===== src/rtl/seven_segment_reader.sv =====
// Receive side of the multiplexed seven-segment bus: filters each digit for
// stability, decodes the segment pattern back to BCD and assembles full frames.
module seven_segment_reader #(
    parameter int unsigned NUM_DIGITS    = 4,
    parameter int unsigned STABLE_CYCLES = 3,
    parameter int unsigned CNT_W         = $clog2(STABLE_CYCLES + 1)
) (
    input  logic                      clk,
    input  logic                      rst,
    input  logic [6:0]                seg,
    input  logic [NUM_DIGITS-1:0]     dig_en,
    output logic [4*NUM_DIGITS-1:0]   bcd_out,
    output logic [NUM_DIGITS-1:0]     blank,
    output logic                      frame_valid,
    output logic                      err
);

    localparam int unsigned SAMPLE_W = 7 + NUM_DIGITS;
    localparam logic [CNT_W-1:0] CNT_MAX = CNT_W'(STABLE_CYCLES);
    localparam logic [CNT_W-1:0] CNT_ONE = CNT_W'(1);

    logic [SAMPLE_W-1:0]     r_held;
    logic [CNT_W-1:0]        r_cnt;
    logic [NUM_DIGITS-1:0]   r_seen;
    logic [4*NUM_DIGITS-1:0] r_bcd;
    logic [NUM_DIGITS-1:0]   r_blank;
    logic                    r_frame_valid;
    logic                    r_err;

    logic [SAMPLE_W-1:0]     w_sample;
    logic                    w_onehot;
    logic                    w_same;
    logic [CNT_W-1:0]        w_cnt_next;
    logic                    w_capture;
    logic                    w_legal;
    logic                    w_is_blank;
    logic [3:0]              w_val;
    logic [4*NUM_DIGITS-1:0] w_bcd_next;
    logic [NUM_DIGITS-1:0]   w_blank_next;
    logic [NUM_DIGITS-1:0]   w_seen_next;
    logic                    w_frame_next;
    logic                    w_err_next;

    assign w_sample = {seg, dig_en};
    assign w_onehot = (dig_en != '0) && ((dig_en & (dig_en - NUM_DIGITS'(1))) == '0);
    assign w_same   = (w_sample == r_held);

    // Stability counter; a changed sample always restarts the run, so with a
    // single required sample the change itself is the capture condition.
    always_comb begin
        w_cnt_next = r_cnt;
        if (!w_onehot) begin
            w_cnt_next = '0;
        end else if (w_same) begin
            if (r_cnt != CNT_MAX) begin
                w_cnt_next = r_cnt + CNT_ONE;
            end
        end else begin
            w_cnt_next = CNT_ONE;
        end
    end

    assign w_capture = w_onehot && (w_cnt_next == CNT_MAX) && (!w_same || (r_cnt != CNT_MAX));

    // Segment pattern (abcdefg on seg[6:0]) back to BCD.
    always_comb begin
        w_legal    = 1'b1;
        w_is_blank = 1'b0;
        w_val      = 4'h0;
        case (seg)
            7'b1111110: w_val = 4'd0;
            7'b0110000: w_val = 4'd1;
            7'b1101101: w_val = 4'd2;
            7'b1111001: w_val = 4'd3;
            7'b0110011: w_val = 4'd4;
            7'b1011011: w_val = 4'd5;
            7'b1011111: w_val = 4'd6;
            7'b1110000: w_val = 4'd7;
            7'b1111111: w_val = 4'd8;
            7'b1111011: w_val = 4'd9;
            7'b0000000: begin
                w_legal    = 1'b0;
                w_is_blank = 1'b1;
                w_val      = 4'hF;
            end
            default:    w_legal = 1'b0;
        endcase
    end

    // Capture update and frame assembly.
    always_comb begin
        w_bcd_next   = r_bcd;
        w_blank_next = r_blank;
        w_seen_next  = r_seen;
        w_frame_next = 1'b0;
        w_err_next   = 1'b0;
        if (w_capture) begin
            if (w_legal || w_is_blank) begin
                for (int i = 0; i < int'(NUM_DIGITS); i++) begin
                    if (dig_en[i]) begin
                        w_bcd_next[4*i +: 4] = w_val;
                        w_blank_next[i]      = w_is_blank;
                    end
                end
                w_seen_next = r_seen | dig_en;
            end else begin
                w_err_next = 1'b1;
            end
        end
        if (&w_seen_next) begin
            w_frame_next = 1'b1;
            w_seen_next  = '0;
        end
    end

    always_ff @(posedge clk or posedge rst) begin
        if (rst) begin
            r_held        <= '0;
            r_cnt         <= '0;
            r_seen        <= '0;
            r_bcd         <= '0;
            r_blank       <= '0;
            r_frame_valid <= 1'b0;
            r_err         <= 1'b0;
        end else begin
            r_held        <= w_sample;
            r_cnt         <= w_cnt_next;
            r_seen        <= w_seen_next;
            r_bcd         <= w_bcd_next;
            r_blank       <= w_blank_next;
            r_frame_valid <= w_frame_next;
            r_err         <= w_err_next;
        end
    end

    assign bcd_out     = r_bcd;
    assign blank       = r_blank;
    assign frame_valid = r_frame_valid;
    assign err         = r_err;

endmodule


===== config.mk =====
export PLATFORM = sky130hd
export DESIGN_NAME = seven_segment_reader
export DESIGN_NICKNAME = d
export VERILOG_FILES = /design/src/rtl/seven_segment_reader.sv
export SDC_FILE = /design/constraint.sdc
export NUM_CORES = 1
export LEC_CHECK = 0
export ABC_AREA = 1
export CAP_MARGIN = 10
export CORE_MARGIN = 5
export CORE_UTILIZATION = 59
export CTS_BUF_LIST = sky130_fd_sc_hd__clkbuf_8
export CTS_CLUSTER_SIZE = 24
export DETAILED_ROUTE_END_ITERATION = 8
export PLACE_DENSITY = 0.95
export SETUP_SLACK_MARGIN = 0.1
export SKIP_CTS_REPAIR_TIMING = 1
export SYNTH_ARGS = -nofsm -noshare
export SYNTH_HDL_FRONTEND = slang
export SYNTH_SLANG_ARGS = --single-unit

===== constraint.sdc =====
create_clock -name clk -period 3.7 [get_ports clk]
set_input_delay 0.74 -clock clk [delete_from_list [all_inputs] [get_ports clk]]
set_output_delay 0.74 -clock clk [all_outputs]
set_load 0.05 [all_outputs]

==> impl_metrics.py <==
metrics = {
    "run_status": {
        "status": "complete, no violations",
    },
    "setup_path": {
        "crit_family": "simple AND/OR/NAND/NOR gates",
        "crit_buf_inv": 2,
        "cp_max_fo": 13,
        "critical_path_class": "in2reg",
        "slowest_stage": "clkdlybuf4s50_1",
        "critical_path_arrival_ps": 2790,
        "critPathLaunchType": "input pin",
        "crit_path_end_kind": "flop",
        "crit_chain": "clkdlybuf4s50_1, inv_2, nand3_1, nand2_1, nand2_2, nand4_2, nor2_4, o21bai_1, nand2_1, nor2_4, nor2_2",
        "slowest_delay_ps": 660,
        "required_ps": 3930,
        "ff2ff_setup_slack_ps": 1960,
    },
    "global_route": {
        "grt_pass1_vias": 1772,
        "grt_usage_pct": 23.0,
        "grt_pass1_wl_um": 7840,
        "antenna_found_initial": 0,
        "grt_remaining_overflow": 0,
        "grt_max_degree": 40,
    },
    "cells_and_area": {
        "nets": 301,
        "multi_input_area_um2": 907,
        "area_delta_synth_final_pct": 24.7,
        "seq_area_um2": 976,
        "nFillCells": 237,
        "drive_gt1_share_pct": 15.3,
        "num_antenna_cells": 0,
    },
    "logic_synthesis": {
        "syn_area_um2": 2010,
        "synth-seq-area-share_pct": 48.4,
        "yosys_warnings": 0,
        "synth_area_leaders": "dfrtp_1 (48%), nand2_1 (18%), inv_1 (4.8%)",
        "ys_ff_latch": 39,
        "syn_nets": 260,
        "syn_area_per_cell_um2": 8.16,
        "synth.top_cell.area_share_pct": 48.4,
        "synth_cells": 247,
        "synth_area_leader_cell": "dfrtp_1",
        "synth_cell_types": 23,
    },
    "floorplanning": {
        "die_height_um": 68.4,
        "dieWidth_um": 68.4,
        "start_util_pct": 60.8,
        "core_um2": 3310,
        "core.rowCount": 21,
        "ios": 35,
        "die_area_um2": 4680,
    },
    "power": {
        "share_comb_of_total_power_pct": 9.6,
        "p_per_area_nw_per_um2": 341,
        "ir_drop_mv": 0.255,
        "clockPowerShare_pct": 39.4,
        "share_seq_of_total_power_pct": 51.0,
        "p_int_uw": 656,
        "p_switching_uw": 200,
        "leakage_uw": 0.00124,
        "p_sw_share_pct": 23.4,
    },
    "timing": {
        "fmax_mhz": 392,
        "timing.slew.headroom_pct": 47.5,
        "post-route-period-util_pct": 69.0,
        "fin_skew_ps": 2.46,
        "tightest_slew_ps": 782,
        "finalSetupViolCount": 0,
        "grt_setup_unrepaired": "no",
        "final.setup.tns_ps": 0,
        "fin_crit_ps": 2550,
        "hold_ws_ps": 479,
        "report.final.hold_viol_count": 0,
        "slew_viol_final": 0,
    },
    "route": {
        "first_pass_iters": 4,
        "wl_met3_um": 227,
        "drt-met1-wl_um": 1890,
        "antenna_left": 0,
        "totalWireLength_um": 4700,
        "avgRoutedWirePerCell_um": 14.1,
        "drt_iter0_drc": 166,
        "vias_per_cell": 5.29,
        "drc": 0,
        "vias": 1768,
        "wl_met2_um": 2470,
        "highest_layer": "met4",
    },
    "cts": {
        "h-tree-depth": 2,
        "root_buffer": "clkbuf_8",
        "clkTransAtPathRegs_ps": 70,
        "cts_tree": "built",
        "clock_sinks": 39,
        "worstSkewPairLatency_ps": 300,
        "cts_buffer_depth": 2,
        "cts_buffers": 5,
    },
    "placed_design": {
        "dp_hpwl_um": 3430,
        "gp_congestion": 0.957,
        "portBuffers": 34,
    },
    "min_path": {
        "hold_path.class": "reg2reg",
    },
    "flow_run": {
        "cap_viol_max_count": 0,
    },
}
## worst register-to-register path, delay by kind of cell (launching register included)
| kind | cells | cell delay, ps |
|---|---|---|
| compound gates | 1 | 200 |
| buf+inv | 1 | 140 |
| flops | 1 | 400 |
| simple gates | 6 | 890 |
## cells in the mapped netlist
master     n
nand4_4    1
inv_2      6
o21bai_1   3
dfrtp_1   39
nor3_2     4
inv_1     26
nand2_2    5
nand3b_1   1
nor2_1    19
and2_4     1
nand4_1    6
nor2_4     4
nand3_1    6
buf_6      1
xnor2_1    5
a21oi_1    2
nor2_2     8
nand3_2    6
nand4_2    1
o21bai_4   1
a31oi_1    4
nor3_1     3
nand2_1   95
## cell usage in the layout (no fill, tap or decap), drive strengths merged, types with 2 or more instances in the layout
cell / Yosys / final
nand4: 8 / 8
dfrtp: 39 / 39
a31oi: 4 / 4
xnor2: 5 / 5
nor3: 7 / 7
nand3: 12 / 12
inv: 32 / 33
nor2: 31 / 31
a21oi: 2 / 2
nand2: 100 / 100
clkbuf: 0 / 5
clkdlybuf4s50: 0 / 34
o21bai: 4 / 4
## layer usage
metal  global-route usage (%)  vias up
met2                     38.3       43
met3                     6.08       14
met1                     27.7      861
met4                     9.93        0
met5                        0        -
li1                         -      850
## cell type report
cell class	count	share of cell area, %
clock buffers	5	2.74
clock inverters	2	1.35
inverters	32	4.78
multi-input cells	175	36.1
flip-flops and latches	39	38.9
well taps	46	2.29
repair buffers	35	13.9
## registers in the layout, summed over array words and instances (netlist names)
name         count
bcd_out         16
r_held          11
blank            4
r_seen           4
r_cnt            2
err              1
frame_valid      1
## logic make-up (layout without fill, tap and decap cells)
logic type      count (synthesis)  after routing  share of synthesized area [%]
simple gates                  160            160                           39.1
compound gates                 10             10                           3.79
buf+inv                        33             74                           6.52
flops                          39             39                           48.4
xor+xnor                        5              5                           2.17
## through the flow
| stage | area, um^2 | setup WS, ps | util (%) | std cells | power, uW |
|---|---|---|---|---|---|
| final | 2510 | 1150 | 75.9 | 334 | 856 |
| after global routing | 2510 | 994 | 75.9 | 334 | 889 |
| after CTS | 2510 | 1160 | 75.9 | 334 | 859 |
| after detailed placement | 2410 | 894 | 72.8 | 327 | 526 |
| after global placement | 2410 | 1010 | 72.8 | 327 | 523 |
| after floorplan | 2010 | 1780 | - | 247 | 493 |
## power by group through the flow
stage	Combinational, uW	Clock (uW)	Sequential, uW
global route	91.6	360	437
floorplan	48.4	0	444
detailed placement	80.5	0	445
finish	82.1	337	437
CTS	82.3	339	437
global placement	78.0	0	445
## path summary, 6_finish.rpt
kind                              endpoint  cells past startpoint  startpoint
worst min-delay path            bcd_out[0]                      2  bcd_out[0]
worst min register to register  bcd_out[0]                      2  bcd_out[0]
worst max-delay path             r_seen[0]                     11      seg[6]
max in group asynchronous        r_held[8]                      3         rst
worst max register to register   r_seen[0]                      8    r_cnt[0]
min in group asynchronous       bcd_out[1]                      3         rst
Note: power is estimated with default switching activity, not from simulation.
